--- config.mk ---
export PLATFORM = sky130hd
export DESIGN_NAME = fifo_load_sequencer_flat
export DESIGN_NICKNAME = d
export VERILOG_FILES = /design/src/rtl/fifo_load_sequencer_if.sv /design/src/rtl/fifo_load_sequencer.sv /design/src/flat_wrapper.sv
export SDC_FILE = /design/constraint.sdc
export NUM_CORES = 1
export LEC_CHECK = 0
export CAP_MARGIN = 20
export CORE_UTILIZATION = 58
export CTS_CLUSTER_DIAMETER = 50
export DETAILED_ROUTE_END_ITERATION = 10
export DONT_BUFFER_PORTS = 1
export PLACE_DENSITY_LB_ADDON = 0.05
export SLEW_MARGIN = 10
export SYNTH_ARGS = -nofsm -noshare
export SYNTH_HDL_FRONTEND = slang
export SYNTH_SLANG_ARGS = --single-unit
--- constraint.sdc ---
create_clock -name clk -period 2.5 [get_ports clk]
set_input_delay 0.25 -clock clk [delete_from_list [all_inputs] [get_ports clk]]
set_output_delay 0.25 -clock clk [all_outputs]
set_load 0.01 [all_outputs]
--- src/rtl/fifo_load_sequencer_if.sv ---
// Bus bundle between fifo_load_sequencer and its memory port / FIFO bank.
// master: the sequencer; slave: memory, FIFO bank and control environment.
interface fifo_load_sequencer_if #(
  parameter int unsigned NUM_FIFOS  = 8,
  parameter int unsigned DATA_WIDTH = 8,
  parameter int unsigned WORD_WIDTH = 64,
  parameter int unsigned ADDR_WIDTH = 32
);
  // Control / status
  logic                  start;
  logic [ADDR_WIDTH-1:0] base_addr;
  logic                  busy;
  logic                  done;
  logic                  drain_valid;
  logic [31:0]           busy_cycles;

  // Memory read port
  logic                  mem_read;
  logic [ADDR_WIDTH-1:0] mem_addr;
  logic                  mem_waitrequest;
  logic [WORD_WIDTH-1:0] mem_readdata;
  logic                  mem_readdatavalid;

  // FIFO bank
  logic [NUM_FIFOS-1:0]  fifo_wren;
  logic [DATA_WIDTH-1:0] fifo_wdata;
  logic [NUM_FIFOS-1:0]  fifo_full;
  logic [NUM_FIFOS-1:0]  fifo_rden;
  logic [NUM_FIFOS-1:0]  fifo_empty;

  modport master (
    input  start, base_addr, mem_waitrequest, mem_readdata, mem_readdatavalid,
           fifo_full, fifo_empty,
    output busy, done, drain_valid, busy_cycles, mem_read, mem_addr,
           fifo_wren, fifo_wdata, fifo_rden
  );

  modport slave (
    output start, base_addr, mem_waitrequest, mem_readdata, mem_readdatavalid,
           fifo_full, fifo_empty,
    input  busy, done, drain_valid, busy_cycles, mem_read, mem_addr,
           fifo_wren, fifo_wdata, fifo_rden
  );
endinterface

--- src/rtl/fifo_load_sequencer.sv ---
// Fills a bank of byte FIFOs one memory word per FIFO (unpacked LSB first),
// then drains all FIFOs in lockstep for DEPTH reads and pulses done.
// Optional feature macro: CTRL_PERF_CNT_EN enables the busy_cycles counter;
// without it busy_cycles is tied to zero.
module fifo_load_sequencer #(
  parameter int unsigned NUM_FIFOS  = 8,
  parameter int unsigned DEPTH      = 8,
  parameter int unsigned DATA_WIDTH = 8,
  parameter int unsigned WORD_WIDTH = 64,
  parameter int unsigned ADDR_WIDTH = 32
) (
  input logic                   clk,
  input logic                   rst,
  fifo_load_sequencer_if.master bus
);

  localparam int unsigned CNT_W  = (DEPTH > 1) ? $clog2(DEPTH) : 1;
  localparam int unsigned FIDX_W = (NUM_FIFOS > 1) ? $clog2(NUM_FIFOS) : 1;

  localparam logic [2:0] S_IDLE   = 3'd0;
  localparam logic [2:0] S_REQ    = 3'd1;
  localparam logic [2:0] S_WAIT   = 3'd2;
  localparam logic [2:0] S_UNPACK = 3'd3;
  localparam logic [2:0] S_DRAIN  = 3'd4;
  localparam logic [2:0] S_DONE   = 3'd5;

  localparam logic [CNT_W-1:0]  CNT_LAST = CNT_W'(DEPTH - 1);
  localparam logic [FIDX_W-1:0] F_LAST   = FIDX_W'(NUM_FIFOS - 1);

  logic [2:0]            state_q, state_d;
  logic [ADDR_WIDTH-1:0] base_q, base_d;
  logic [ADDR_WIDTH-1:0] addr_q, addr_d;
  logic [FIDX_W-1:0]     f_q, f_d;
  logic [CNT_W-1:0]      cnt_q, cnt_d;
  logic [WORD_WIDTH-1:0] sreg_q, sreg_d;
  logic [NUM_FIFOS-1:0]  wren_c;
  logic [NUM_FIFOS-1:0]  rden_c;
  logic                  busy_q, done_q, mem_read_q, drain_valid_q;

  // Next-state, datapath and FIFO strobe decode
  always_comb begin
    state_d = state_q;
    base_d  = base_q;
    addr_d  = addr_q;
    f_d     = f_q;
    cnt_d   = cnt_q;
    sreg_d  = sreg_q;
    wren_c  = '0;
    rden_c  = '0;
    case (state_q)
      S_IDLE: begin
        if (bus.start) begin
          base_d  = bus.base_addr;
          addr_d  = bus.base_addr;
          f_d     = '0;
          cnt_d   = '0;
          state_d = S_REQ;
        end
      end
      S_REQ: begin
        if (!bus.mem_waitrequest) state_d = S_WAIT;
      end
      S_WAIT: begin
        if (bus.mem_readdatavalid) begin
          sreg_d  = bus.mem_readdata;
          cnt_d   = '0;
          state_d = S_UNPACK;
        end
      end
      S_UNPACK: begin
        // A full FIFO stalls the shift so no byte is dropped
        if (!bus.fifo_full[f_q]) begin
          wren_c[f_q] = 1'b1;
          sreg_d      = sreg_q >> DATA_WIDTH;
          cnt_d       = cnt_q + CNT_W'(1);
          if (cnt_q == CNT_LAST) begin
            if (f_q == F_LAST) begin
              state_d = S_DRAIN;
            end else begin
              f_d     = f_q + FIDX_W'(1);
              addr_d  = base_q + ADDR_WIDTH'(f_q + FIDX_W'(1));
              state_d = S_REQ;
            end
          end
        end
      end
      S_DRAIN: begin
        // Lockstep pop only when every FIFO has data
        if (bus.fifo_empty == '0) begin
          rden_c = '1;
          cnt_d  = cnt_q + CNT_W'(1);
          if (cnt_q == CNT_LAST) state_d = S_DONE;
        end
      end
      S_DONE: begin
        state_d = S_IDLE;
      end
      default: begin
        state_d = S_IDLE;
      end
    endcase
  end

  // State, datapath and registered status outputs
  always_ff @(posedge clk) begin
    if (rst) begin
      state_q       <= S_IDLE;
      base_q        <= '0;
      addr_q        <= '0;
      f_q           <= '0;
      cnt_q         <= '0;
      sreg_q        <= '0;
      busy_q        <= 1'b0;
      done_q        <= 1'b0;
      mem_read_q    <= 1'b0;
      drain_valid_q <= 1'b0;
    end else begin
      state_q       <= state_d;
      base_q        <= base_d;
      addr_q        <= addr_d;
      f_q           <= f_d;
      cnt_q         <= cnt_d;
      sreg_q        <= sreg_d;
      busy_q        <= (state_d != S_IDLE);
      done_q        <= (state_d == S_DONE);
      mem_read_q    <= (state_d == S_REQ);
      drain_valid_q <= |rden_c;
    end
  end

`ifdef CTRL_PERF_CNT_EN
  logic [31:0] busy_cycles_q;

  // Saturating count of busy cycles, restarted by each accepted start
  always_ff @(posedge clk) begin
    if (rst) begin
      busy_cycles_q <= '0;
    end else if (state_q == S_IDLE && bus.start) begin
      busy_cycles_q <= '0;
    end else if (state_q != S_IDLE && busy_cycles_q != 32'hFFFF_FFFF) begin
      busy_cycles_q <= busy_cycles_q + 32'd1;
    end
  end

  assign bus.busy_cycles = busy_cycles_q;
`else
  assign bus.busy_cycles = '0;
`endif

  assign bus.busy        = busy_q;
  assign bus.done        = done_q;
  assign bus.mem_read    = mem_read_q;
  assign bus.mem_addr    = addr_q;
  assign bus.drain_valid = drain_valid_q;
  assign bus.fifo_wren   = wren_c;
  assign bus.fifo_rden   = rden_c;
  assign bus.fifo_wdata  = sreg_q[DATA_WIDTH-1:0];

endmodule

--- src/flat_wrapper.sv ---
// flat-port wrapper written by rule: the top's interface ports become plain ports
module fifo_load_sequencer_flat 
#(
  parameter int unsigned NUM_FIFOS  = 8,
  parameter int unsigned DEPTH      = 8,
  parameter int unsigned DATA_WIDTH = 8,
  parameter int unsigned WORD_WIDTH = 64,
  parameter int unsigned ADDR_WIDTH = 32
)
  (clk, rst, bus_start, bus_base_addr, bus_mem_waitrequest, bus_mem_readdata, bus_mem_readdatavalid, bus_fifo_full, bus_fifo_empty, bus_busy, bus_done, bus_drain_valid, bus_busy_cycles, bus_mem_read, bus_mem_addr, bus_fifo_wren, bus_fifo_wdata, bus_fifo_rden);
  fifo_load_sequencer_if #(.NUM_FIFOS(NUM_FIFOS), .DATA_WIDTH(DATA_WIDTH), .WORD_WIDTH(WORD_WIDTH), .ADDR_WIDTH(ADDR_WIDTH)) bus_i ();
  input logic clk;
  input logic rst;
  input wire logic [$bits(bus_i.start)-1:0] bus_start;
  input wire logic [$bits(bus_i.base_addr)-1:0] bus_base_addr;
  input wire logic [$bits(bus_i.mem_waitrequest)-1:0] bus_mem_waitrequest;
  input wire logic [$bits(bus_i.mem_readdata)-1:0] bus_mem_readdata;
  input wire logic [$bits(bus_i.mem_readdatavalid)-1:0] bus_mem_readdatavalid;
  input wire logic [$bits(bus_i.fifo_full)-1:0] bus_fifo_full;
  input wire logic [$bits(bus_i.fifo_empty)-1:0] bus_fifo_empty;
  output wire logic [$bits(bus_i.busy)-1:0] bus_busy;
  output wire logic [$bits(bus_i.done)-1:0] bus_done;
  output wire logic [$bits(bus_i.drain_valid)-1:0] bus_drain_valid;
  output wire logic [$bits(bus_i.busy_cycles)-1:0] bus_busy_cycles;
  output wire logic [$bits(bus_i.mem_read)-1:0] bus_mem_read;
  output wire logic [$bits(bus_i.mem_addr)-1:0] bus_mem_addr;
  output wire logic [$bits(bus_i.fifo_wren)-1:0] bus_fifo_wren;
  output wire logic [$bits(bus_i.fifo_wdata)-1:0] bus_fifo_wdata;
  output wire logic [$bits(bus_i.fifo_rden)-1:0] bus_fifo_rden;
  assign bus_i.start = bus_start;
  assign bus_i.base_addr = bus_base_addr;
  assign bus_i.mem_waitrequest = bus_mem_waitrequest;
  assign bus_i.mem_readdata = bus_mem_readdata;
  assign bus_i.mem_readdatavalid = bus_mem_readdatavalid;
  assign bus_i.fifo_full = bus_fifo_full;
  assign bus_i.fifo_empty = bus_fifo_empty;
  assign bus_busy = bus_i.busy;
  assign bus_done = bus_i.done;
  assign bus_drain_valid = bus_i.drain_valid;
  assign bus_busy_cycles = bus_i.busy_cycles;
  assign bus_mem_read = bus_i.mem_read;
  assign bus_mem_addr = bus_i.mem_addr;
  assign bus_fifo_wren = bus_i.fifo_wren;
  assign bus_fifo_wdata = bus_i.fifo_wdata;
  assign bus_fifo_rden = bus_i.fifo_rden;
  fifo_load_sequencer #(.NUM_FIFOS(NUM_FIFOS), .DEPTH(DEPTH), .DATA_WIDTH(DATA_WIDTH), .WORD_WIDTH(WORD_WIDTH), .ADDR_WIDTH(ADDR_WIDTH)) u_core (.clk(clk), .rst(rst), .bus(bus_i));
endmodule
# [Word level (Yosys, flattened, before mapping)]
# Cells that the tools add are included.
[totals] ff_bits=141 inputBits=117 out_inout_bits=92 word_cells=76
[op_classes] add_sub_neg=4 order_cmp=2 eq_ne=14 n_mux=34 reduce_logical=12
[ops] cell="32-bit two-way mux" count=4
[ops] cell="64-bit two-way mux" count=2
[ops] cell="64-bit one-hot mux with 2 select lines" count=1
[ops] cell="32-bit one-hot mux with 2 select lines" count=1
[ops] cell="3-bit two-way mux" count=15
[ops] cell="32-bit adder" count=1
[ops] cell="8-bit two-way mux" count=4
[ops] cell="3-bit one-hot mux with 5 select lines" count=1
[ops] cell="3-bit == test (second input constant)" count=4
[ops] cell="3-bit one-hot mux with 4 select lines" count=1
[ops] cell="5-bit AND reduction" count=2
[ops] cell="8-bit logical NOT" count=1
[ops] cell="2-bit != test (second input constant)" count=4
[ops] cell="8-bit OR reduction" count=1
[ops] cell="3-bit by 1-bit adder with 3-bit output (second input constant)" count=2
[ops] cell="3-bit by 1-bit == test with 1-bit output (second input constant)" count=2
[ops] cell="3-bit by 2-bit == test with 1-bit output (second input constant)" count=2
[ops] cell="3-bit one-hot mux with 2 select lines" count=1
[ops] cell="3-bit by 1-bit adder with 4-bit output (second input constant)" count=1
[ops] cell="3-bit by 4-bit less-than comparator with 1-bit output (second input constant)" count=1
[ops] cell="2-bit by 1-bit != test with 1-bit output (second input constant)" count=2
[ops] cell="2-bit nonzero test" count=2
[ops] cell="4-bit nonzero test" count=1
[ops] cell="1-bit binary-select mux with 3-bit select" count=1
[ops] cell="8 further kinds" count=9

# [Depth between registers and ports, before layout]
# Gate-level depths: netlist of the first run.
[logic_depth] word_depth=6 ltp_mapped=11 ltp_nobuf=9

# [Worst setup path before layout of the first run]
# OpenSTA, ideal clock, no wires.
[synth_timing] kind="register to register" from="reg u_core.f_q[1]" to="reg u_core.addr_q[18], in the netlist u_core.bus.mem_addr[18]" setup_ns=0.070 arrival_time_ns=2.572 t_required_ns=2.430 slack_ns=-0.143 path_stages_with_launch=10 path_buffers=0 path_cell_list="dfxtp_1 > ha_1 > ha_1 > ha_1 > nand3_1 > a211oi_1 > nand4_1 > xor2_1 > a211o_1 > a21oi_1"
[synth_between] elab_chain_cells=6 word_cells_on_any_way=12 cone_classes="add/sub: 2; eq/ne: 3; mux: 6; reduce/logical: 1"
[synth_lines] element="from (decl)" line="fifo_load_sequencer.sv:33" source="logic [FIDX_W-1:0] f_q, f_d;"
[synth_lines] element="from (signal assigned)" line="fifo_load_sequencer.sv:110" source="f_q <= '0;"
[synth_lines] element="from (signal assigned)" line="fifo_load_sequencer.sv:121" source="f_q <= f_d;"
[synth_lines] element="3-bit by 1-bit adder with 4-bit output" line="fifo_load_sequencer.sv:81" source="addr_d = base_q + ADDR_WIDTH'(f_q + FIDX_W'(1));"
[synth_lines] element="32-bit adder" line="fifo_load_sequencer.sv:81"
[synth_lines] element="32-bit two-way mux" line="fifo_load_sequencer.sv:77" source="if (f_q == F_LAST) begin"
[synth_lines] element="32-bit two-way mux" line="fifo_load_sequencer.sv:76" source="if (cnt_q == CNT_LAST) begin"
[synth_lines] element="32-bit two-way mux" line="fifo_load_sequencer.sv:72" source="if (!bus.fifo_full[f_q]) begin"
[synth_lines] element="32-bit one-hot mux with 2 select lines" line="fifo_load_sequencer.sv:50" source="case (state_q)"
[synth_lines] element="to (signal assigned)" line="fifo_load_sequencer.sv:120" source="addr_q <= addr_d;"
[synth_lines] element="to (decl)" line="fifo_load_sequencer.sv:32" source="logic [ADDR_WIDTH-1:0] addr_q, addr_d;"
# Parallel ways exist; a longest one is shown, timed or not. The select of a mux whose other input is x is not followed.
# A chain may end at the register's enable or synchronous reset.

# [Final worst setup path of the first run]
[layout_timing] from="reg u_core.f_q[0]" to="reg u_core.state_q[2]"
[layout_between] elab_chain_cells=5 word_cells_on_any_way=7 cone_classes="eq/ne: 1; mux: 6"
[layout_lines] element="3-bit == test" line="fifo_load_sequencer.sv:77"
[layout_lines] element="3-bit two-way mux" line="fifo_load_sequencer.sv:77"
[layout_lines] element="3-bit two-way mux" line="fifo_load_sequencer.sv:76"
[layout_lines] element="3-bit two-way mux *" line="fifo_load_sequencer.sv:72"
[layout_lines] element="3-bit one-hot mux with 5 select lines *" line="fifo_load_sequencer.sv:50"
[layout_lines] element="to (signal assigned)" line="fifo_load_sequencer.sv:118" source="state_q <= state_d;"
[layout_lines] element="to (decl)" line="fifo_load_sequencer.sv:30" source="logic [2:0] state_q, state_d;"
# Every way passes the cells marked *; elsewhere a longest branch is shown, timed or not. The select of a mux whose other input is x is not followed.

==> impl_metrics.py, run 1 <==
metrics = {
    "outcome": {
        "status": "finished with violations",
        "violations": "negative hold slack",
    },
    "critical_path": {
        "worstSetupEndpoint": "u_core.state_q[2]$_SDFF_PP0_",
        "arrival_ns": 2.75,
        "end_kind": "flip-flop",
        "start_kind": "flip-flop",
        "crit_path_start": "u_core.f_q[0]$_SDFFE_PP0P_",
        "rrSetupSlack_ns": 0.05,
        "worstReg2RegEnd": "u_core.state_q[2]$_SDFF_PP0_",
        "crit_family": "buffers and inverters",
        "crit_fanout": 6,
        "critPathKind": "reg -> reg",
        "r2r_cells": 7,
        "timing.rr.start": "u_core.f_q[0]$_SDFFE_PP0P_",
        "path_depth": 7,
        "cp_slowest_cell": "dlygate4sd3_1",
        "cp_num_buf_inv": 2,
        "slowest_delay_ns": 0.56,
        "crit_chain": "buf_6, mux2i_1, mux4_2, and2_4, a32oi_1, nor2_1, dlygate4sd3_1",
        "required_ns": 2.80,
    },
    "pwr": {
        "powerDensity_nw_per_um2": 653.2,
        "peakVddDrop_uv": 530.3,
        "p_leak_nw": 3.102,
    },
    "clock_tree": {
        "postCtsSetupBuffers": 0,
        "insertion_delay_ns": 0.41,
        "clk_pin_slew_ns": 0.06,
        "clock_path_buffers": 2,
        "tritoncts": "built",
        "htreeDepth": 4,
        "cts-root-buf": "clkbuf_16",
        "clock-sinks": 141,
        "cts_inserted_buffers": 17,
    },
    "final_layout": {
        "drive_above_1_share": 0.1517,
        "multi_input_area_um2": 3969,
        "regArea_um2": 2825,
        "fin_nets": 1021,
        "area_delta_synth_final_pct": 14.90,
        "fillCellCount": 1053,
        "final_core_util": 0.6889,
        "n_antenna_cell": 0,
        "mostFrequentLayoutCells": "nand2_1 (215), dfxtp_1 (139), nor2_1 (98), a311oi_2 (50), a21oi_1 (50)",
        "postLayoutCellArea_um2": 8344,
        "mostFrequentLayoutCell": "nand2_1",
    },
    "synth": {
        "ys_seq_area_frac": 0.3887,
        "synthDistinctLibCells": 54,
        "synth-edff-count": 0,
        "synth_area_um2": 7262,
        "synth_top_cells_by_area": "dfxtp_1 (39%), nand2_1 (11%), a311oi_2 (10%)",
        "yosys_most_used_dff": "dfxtp_1",
        "synth_top_cell_by_area": "dfxtp_1",
        "synth-seq-cells": 141,
        "async_flop_share": 0,
        "syn_area_per_cell_um2": 8.234,
        "synth_warnings": 0,
        "yosysTopAreaCellShare": 0.3887,
        "syn_inst": 882,
    },
    "grt": {
        "grt_max_degree": 130,
        "grt_pass1_wl_mm": 28.99,
        "antenna_found_initial": 0,
        "grt_usage": 0.2844,
        "overflow": 0,
        "grt_pass1_vias": 6011,
    },
    "die": {
        "die_x_um": 113.9,
        "dieArea_um2": 12970,
        "core_area_um2": 12110,
        "io_pins": 209,
        "rows": 40,
        "start_util": 0.5996,
        "die_h_um": 113.9,
    },
    "flow_run": {
        "cap_violations": 0,
    },
    "timing": {
        "slew_headroom": 0.5903,
        "min_period_over_period": 0.9811,
        "hold_viol_final": 22,
        "setup_viol": 0,
        "whs_ns": -0.09517,
        "clock.fmax_mhz": 407.7,
        "period_minus_slack_ns": 2.453,
        "fin_skew_ns": 0.007138,
        "worstMarginPinSlew_ns": 0.6138,
        "drv_slew": 0,
    },
    "place": {
        "place_congestion": 0.8803,
        "dpl_cell_area_um2": 7248,
        "io_buffer_count": 0,
        "dp_hpwl_mm": 11.86,
    },
    "routing": {
        "wl_per_cell_um": 17.20,
        "routed_wl_mm": 18.42,
        "wl_met3_mm": 1.286,
        "drt_iter0_drc": 417,
        "met2WireLength_mm": 9.476,
        "postRouteAntennaNets": 0,
        "viasPerCell": 5.781,
        "drt-met1-wl_mm": 7.319,
        "via_count": 6191,
        "drtPass1Iterations": 4,
        "drc": 0,
        "routed.top_layer": "met4",
    },
    "worst_hold_path": {
        "hp-class": "in -> reg",
    },
}
metal layers:
metal / vias up / GRT usage
met1: 2958 / 0.3229
met2: 192 / 0.4963
met5: - / 0
li1: 3016 / -
met3: 25 / 0.09511
met4: 0 / 0.1048
cell families (layout without fill, tap and decap cells):
logic type	after synthesis	in the layout	share of synthesized area
xor gates and xnor gates	28	28	0.03377
other	1	32	0.0005164
AOI/OAI and AO/OA	187	187	0.2267
muxes	6	6	0.009993
buffers and inverters	121	111	0.09666
and+or+nand+nor	388	388	0.2254
adders and majority gates	10	10	0.01826
DFF	141	141	0.3887
power breakdown:
group	switching, mW	internal (mW)
registers	0.139	2.39
logic	0.344	0.280
clock network	0.875	1.42
total	1.36	4.09
worst register-to-register path, cell delays in order, from the launching register on:
cell and delay [ns]:
dfxtp_1 0.38, buf_6 0.15, mux2i_1 0.08, mux4_2 0.50, and2_4 0.20, a32oi_1 0.39
nor2_1 0.07, dlygate4sd3_1 0.56
cell usage after synthesis, types with 4 or more instances:
cell / n
ha_1: 9
buf_2: 6
nor3_1: 8
a311oi_1: 9
and4_1: 5
dfxtp_1: 141
buf_6: 7
o22ai_1: 6
o211ai_1: 4
clkbuf_1: 48
xor2_1: 13
mux2i_1: 5
a22oi_1: 8
xnor2_1: 15
a311oi_2: 50
o21ai_0: 13
nand3_1: 20
o31ai_1: 5
a21oi_1: 51
buf_4: 50
nor2_1: 100
nand2_1: 216
a21boi_0: 6
a211oi_1: 9
a31o_2: 9
inv_1: 9
and3_1: 8
nand4_1: 12
sequential cells by signal, summed over array words and instances (netlist names):
register and count:
u_core.bus.mem_read 1, u_core.bus.done 1, u_core.cnt_q 3, u_core.base_q 32, u_core.f_q 3, u_core.bus.mem_addr 32
u_core.bus.busy 1, u_core.bus.drain_valid 1, u_core.sreg_q 64, u_core.state_q 3
stage by stage:
stage | hold WS (ns) | std cells | setup slack (ns) | power [mW] | setup TNS [ns]
finish | -0.09517 | 1071 | 0.04726 | 5.451 | 0
global route | -0.1080 | 1071 | -0.01531 | 5.668 | -0.01531
detailed placement | 0.3312 | 996 | -0.06206 | 3.120 | -0.06206
global placement | 0.3297 | 996 | 0.04654 | 3.100 | 0
CTS | -0.1001 | 1066 | 0.02421 | 5.459 | 0
floorplan | 0.3860 | 913 | 0.05917 | 3.063 | 0
final cells by class:
| type | count | share of cell area |
|---|---|---|
| repair buffers | 74 | 0.09372 |
| multi-input cells | 651 | 0.4756 |
| well taps | 168 | 0.02519 |
| flip-flops and latches | 141 | 0.3386 |
| clock inverters | 2 | 0.004199 |
| clock buffers | 26 | 0.05863 |
| inverters | 9 | 0.004049 |
repair_timing:
action	4_1_cts	5_1_grt
setup endpoints to repair	5	51
hold buffers	42	3
hold endpoints to repair	123	82
cloned	0	2
resized for setup	4	20
pin swaps	0	3
how the worst min path moves through the flow:
| stage | start | slack, ns | cells after the start | end |
|---|---|---|---|---|
| finish | rst | -0.1 | 1 | u_core.bus.mem_addr[23]$_SDFFE_PP0P_ |
| CTS | rst | -0.10 | 1 | u_core.bus.mem_addr[18]$_SDFFE_PP0P_ |
| detailed placement | rst | 0.33 | 1 | u_core.base_q[18]$_SDFFE_PP0P_ |
| global placement | rst | 0.33 | 1 | u_core.bus.mem_addr[18]$_SDFFE_PP0P_ |
| floorplan | bus_base_addr[0] | 0.39 | 2 | u_core.base_q[0]$_SDFFE_PP0P_ |
| global route | rst | -0.11 | 1 | u_core.bus.mem_addr[1]$_SDFFE_PP0P_ |
(Power assumes the default switching activity.)
==> inputs of run 2 (changes only) <==
--- a/config.mk
+++ b/config.mk
@@ -5,12 +5,14 @@
 export SDC_FILE = /design/constraint.sdc
 export NUM_CORES = 1
 export LEC_CHECK = 0
+export ABC_AREA = 1
+export ABC_CLOCK_PERIOD_IN_PS = 2500
 export CAP_MARGIN = 20
 export CORE_UTILIZATION = 58
 export CTS_CLUSTER_DIAMETER = 50
 export DETAILED_ROUTE_END_ITERATION = 10
 export DONT_BUFFER_PORTS = 1
-export PLACE_DENSITY_LB_ADDON = 0.05
+export PLACE_DENSITY = 0.87
 export SLEW_MARGIN = 10
 export SYNTH_ARGS = -nofsm -noshare
 export SYNTH_HDL_FRONTEND = slang
==> run 2 against run 1 <==
Net effect:
- the flow now finishes without violations
- first-iteration DRC count rose by 61%
- critical path depth rose by 4
- clock skew rose by 0.0035 ns
- clock power rose by 6%
- area after synthesis rose by 5.3%
- core utilization fell by 4.6 points
- die area rose by 5.2%
- register-to-register slack improved by 0.08 ns
- sequential share of layout area rose by 0.64 points
- worst hold slack improved by 0.10 ns
- global-route usage rose by 1.5 points
- cell count rose by 18%
==> impl_metrics.py, run 2 <==
metrics = {
    "routing": {
        "postRouteAntennaNets": 0,
        "drtPass1Iterations": 6,
        "drc": 0,
        "wl_per_cell_um": 15.97,
        "routed_wl_mm": 20.12,
        "via_count": 7234,
        "drt_iter0_drc": 672,
        "viasPerCell": 5.741,
    },
    "critical_path": {
        "crit_fanout": 7,
        "worstReg2RegEnd": "u_core.bus.mem_addr[19]$_SDFFE_PP0P_",
        "end_kind": "flip-flop",
        "arrival_ns": 2.73,
        "required_ns": 2.86,
        "crit_family": "adder cells",
        "critPathKind": "reg -> reg",
        "start_kind": "flip-flop",
        "r2r_cells": 11,
        "slowest_delay_ns": 0.39,
        "worst_path_most_repeated_cell": "nand2_1",
        "cp_slowest_cell": "ha_2",
        "rrSetupSlack_ns": 0.13,
        "cp_num_buf_inv": 1,
        "timing.rr.start": "u_core.f_q[0]$_SDFFE_PP0P_",
        "crit_chain": "ha_1, ha_1, ha_2, inv_1, nand2_1, nand3_1, nand2_1, nand2_1, o21ai_0, nand3_1, a21oi_1",
    },
    "synth": {
        "yosys_most_used_dff": "dfxtp_1",
        "synthMostInstantiatedCell": "nand2_1",
        "synth_top_cell_by_area": "dfxtp_1",
        "synth_warnings": 0,
        "synth_top_cells_by_area": "dfxtp_1 (37%), nand2_1 (15%), nand3_1 (7.8%)",
        "syn_inst": 1105,
        "async_flop_share": 0,
        "synthDistinctLibCells": 32,
        "synth-seq-cells": 141,
        "synth-edff-count": 0,
        "yosys-top-cells-count": "nand2_1 (315), dfxtp_1 (141), nand3_1 (119)",
        "syn_area_per_cell_um2": 6.918,
        "yosysTopAreaCellShare": 0.3692,
        "ys_seq_area_frac": 0.3692,
        "synth_area_um2": 7645,
    },
    "worst_hold_path": {
        "hold_path_end": "u_core.sreg_q[58]$_SDFFE_PP0P_",
        "hp-class": "in -> reg",
        "hold_path_startpoint": "bus_mem_readdata[58]",
        "hold_path_depth": 2,
    },
    "pwr": {
        "p_leak_nw": 3.666,
        "power_mw": 5.741,
        "peakVddDrop_uv": 496.5,
        "powerDensity_nw_per_um2": 701.4,
    },
    "flow_run": {
        "cap_violations": 0,
    },
    "grt": {
        "grt_usage": 0.2993,
        "grt_pass1_vias": 6449,
        "antenna_found_initial": 0,
        "grt_pass1_wl_mm": 31.40,
        "grt_max_degree": 75,
        "overflow": 0,
    },
    "die": {
        "start_util": 0.6009,
        "die_h_um": 116.8,
        "dieArea_um2": 13640,
        "io_pins": 209,
        "die_x_um": 116.8,
        "core_area_um2": 12720,
        "rows": 41,
    },
    "final_layout": {
        "stdcell_count": 1260,
        "drive_above_1_share": 0.06158,
        "final_core_util": 0.6434,
        "mostFrequentLayoutCells": "nand2_1 (313), dfxtp_1 (140), nand3_1 (119), a21oi_1 (91), nor2_1 (83)",
        "top_register": "u_core.sreg_q",
        "area_delta_synth_final_pct": 7.070,
        "fin_nets": 1202,
        "n_antenna_cell": 0,
        "mostFrequentLayoutCell": "nand2_1",
        "largest_reg_flops": 64,
    },
    "timing": {
        "fin_skew_ns": 0.01059,
        "clock.fmax_mhz": 421.2,
        "worstMarginPinSlew_ns": 0.7483,
        "setup_viol": 0,
        "slew_headroom": 0.5011,
        "min_period_over_period": 0.9498,
        "post-route-worst-setup-slack_ns": 0.1256,
        "period_minus_slack_ns": 2.374,
        "whs_ns": 0.006330,
        "hold_viol_final": 0,
        "drv_slew": 0,
    },
    "clock_tree": {
        "clock_path_buffers": 2,
        "postCtsSetupBuffers": 0,
        "clock-sinks": 141,
        "htreeDepth": 4,
        "tritoncts": "built",
        "insertion_delay_ns": 0.43,
        "clk_pin_slew_ns": 0.06,
        "cts_inserted_buffers": 17,
        "cts-root-buf": "clkbuf_16",
    },
    "place": {
        "place_inst": 1216,
        "place_ws_ns": 0.1237,
        "io_buffer_count": 0,
        "dp_hpwl_mm": 13.74,
        "place_congestion": 1.014,
    },
    "outcome": {
        "status": "complete, no violations",
    },
}
run 2: layout make-up:
cell class / instances / area, um2
Clock buffer: 20 / 456.7
Clock inverter: 12 / 112.6
Fill cell: 1089 / 4537
Inverter: 82 / 307.8
Multi-Input combinational cell: 807 / 3996
Sequential cell: 141 / 2824
Tap cell: 172 / 215.2
Timing Repair Buffer: 26 / 272.8
run 2: per-layer routing:
metal	up-vias	routed length [um]	GRT usage
met4	0	589	0.1266
met5	-	0	0
met3	51	2095	0.09011
met2	369	8920	0.4462
li1	3505	-	-
met1	3309	8516	0.4027
run 2: power by group:
part           leakage (nW)  total (mW)  internal [mW]  switching [mW]
registers              1.15        2.61           2.44           0.179
clock network         0.265        2.44           1.42            1.02
logic                  2.25       0.684          0.246           0.438
total                  3.67        5.74           4.11            1.64
run 2: kinds of logic after synthesis:
family	synth area share
other	0.0004905
adder cells (fa/ha/maj)	0.01735
AO/OA/AOI/OAI	0.1802
flip-flops	0.3692
buffers and inverters	0.1249
XOR/XNOR	0.005728
AND/OR/NAND/NOR	0.3021
run 2: per-stage QoR:
stage / area, um2 / TNS, ns
3_3_place_gp: 7472 / 0
6_report: 8185 / 0
3_5_place_dp: 7472 / 0
5_1_grt: 8185 / -0.006167
2_1_floorplan: 7761 / 0
4_1_cts: 8172 / 0
run 2: repair_timing:
action,in CTS,in global routing
hold buffers,12,0
resized for setup,0,6
endpoints found under the setup margin,0,6
hold endpoints to repair,31,0
run 2: how the worst max path moves through the flow:
stage / startpoint / end / slack [ns] / depth (start not counted)
2_1_floorplan: u_core.f_q[1]$_SDFFE_PP0P_ / u_core.bus.mem_addr[27]$_SDFFE_PP0P_ / 0.44 / 12
3_3_place_gp: u_core.f_q[0]$_SDFFE_PP0P_ / u_core.bus.mem_addr[17]$_SDFFE_PP0P_ / 0.21 / 11
3_5_place_dp: u_core.f_q[0]$_SDFFE_PP0P_ / u_core.bus.mem_addr[17]$_SDFFE_PP0P_ / 0.12 / 11
4_1_cts: u_core.f_q[0]$_SDFFE_PP0P_ / u_core.bus.mem_addr[17]$_SDFFE_PP0P_ / 0.12 / 11
5_1_grt: u_core.f_q[0]$_SDFFE_PP0P_ / u_core.bus.mem_addr[17]$_SDFFE_PP0P_ / -0.006 / 11
6_report: u_core.f_q[0]$_SDFFE_PP0P_ / u_core.bus.mem_addr[19]$_SDFFE_PP0P_ / 0.13 / 11
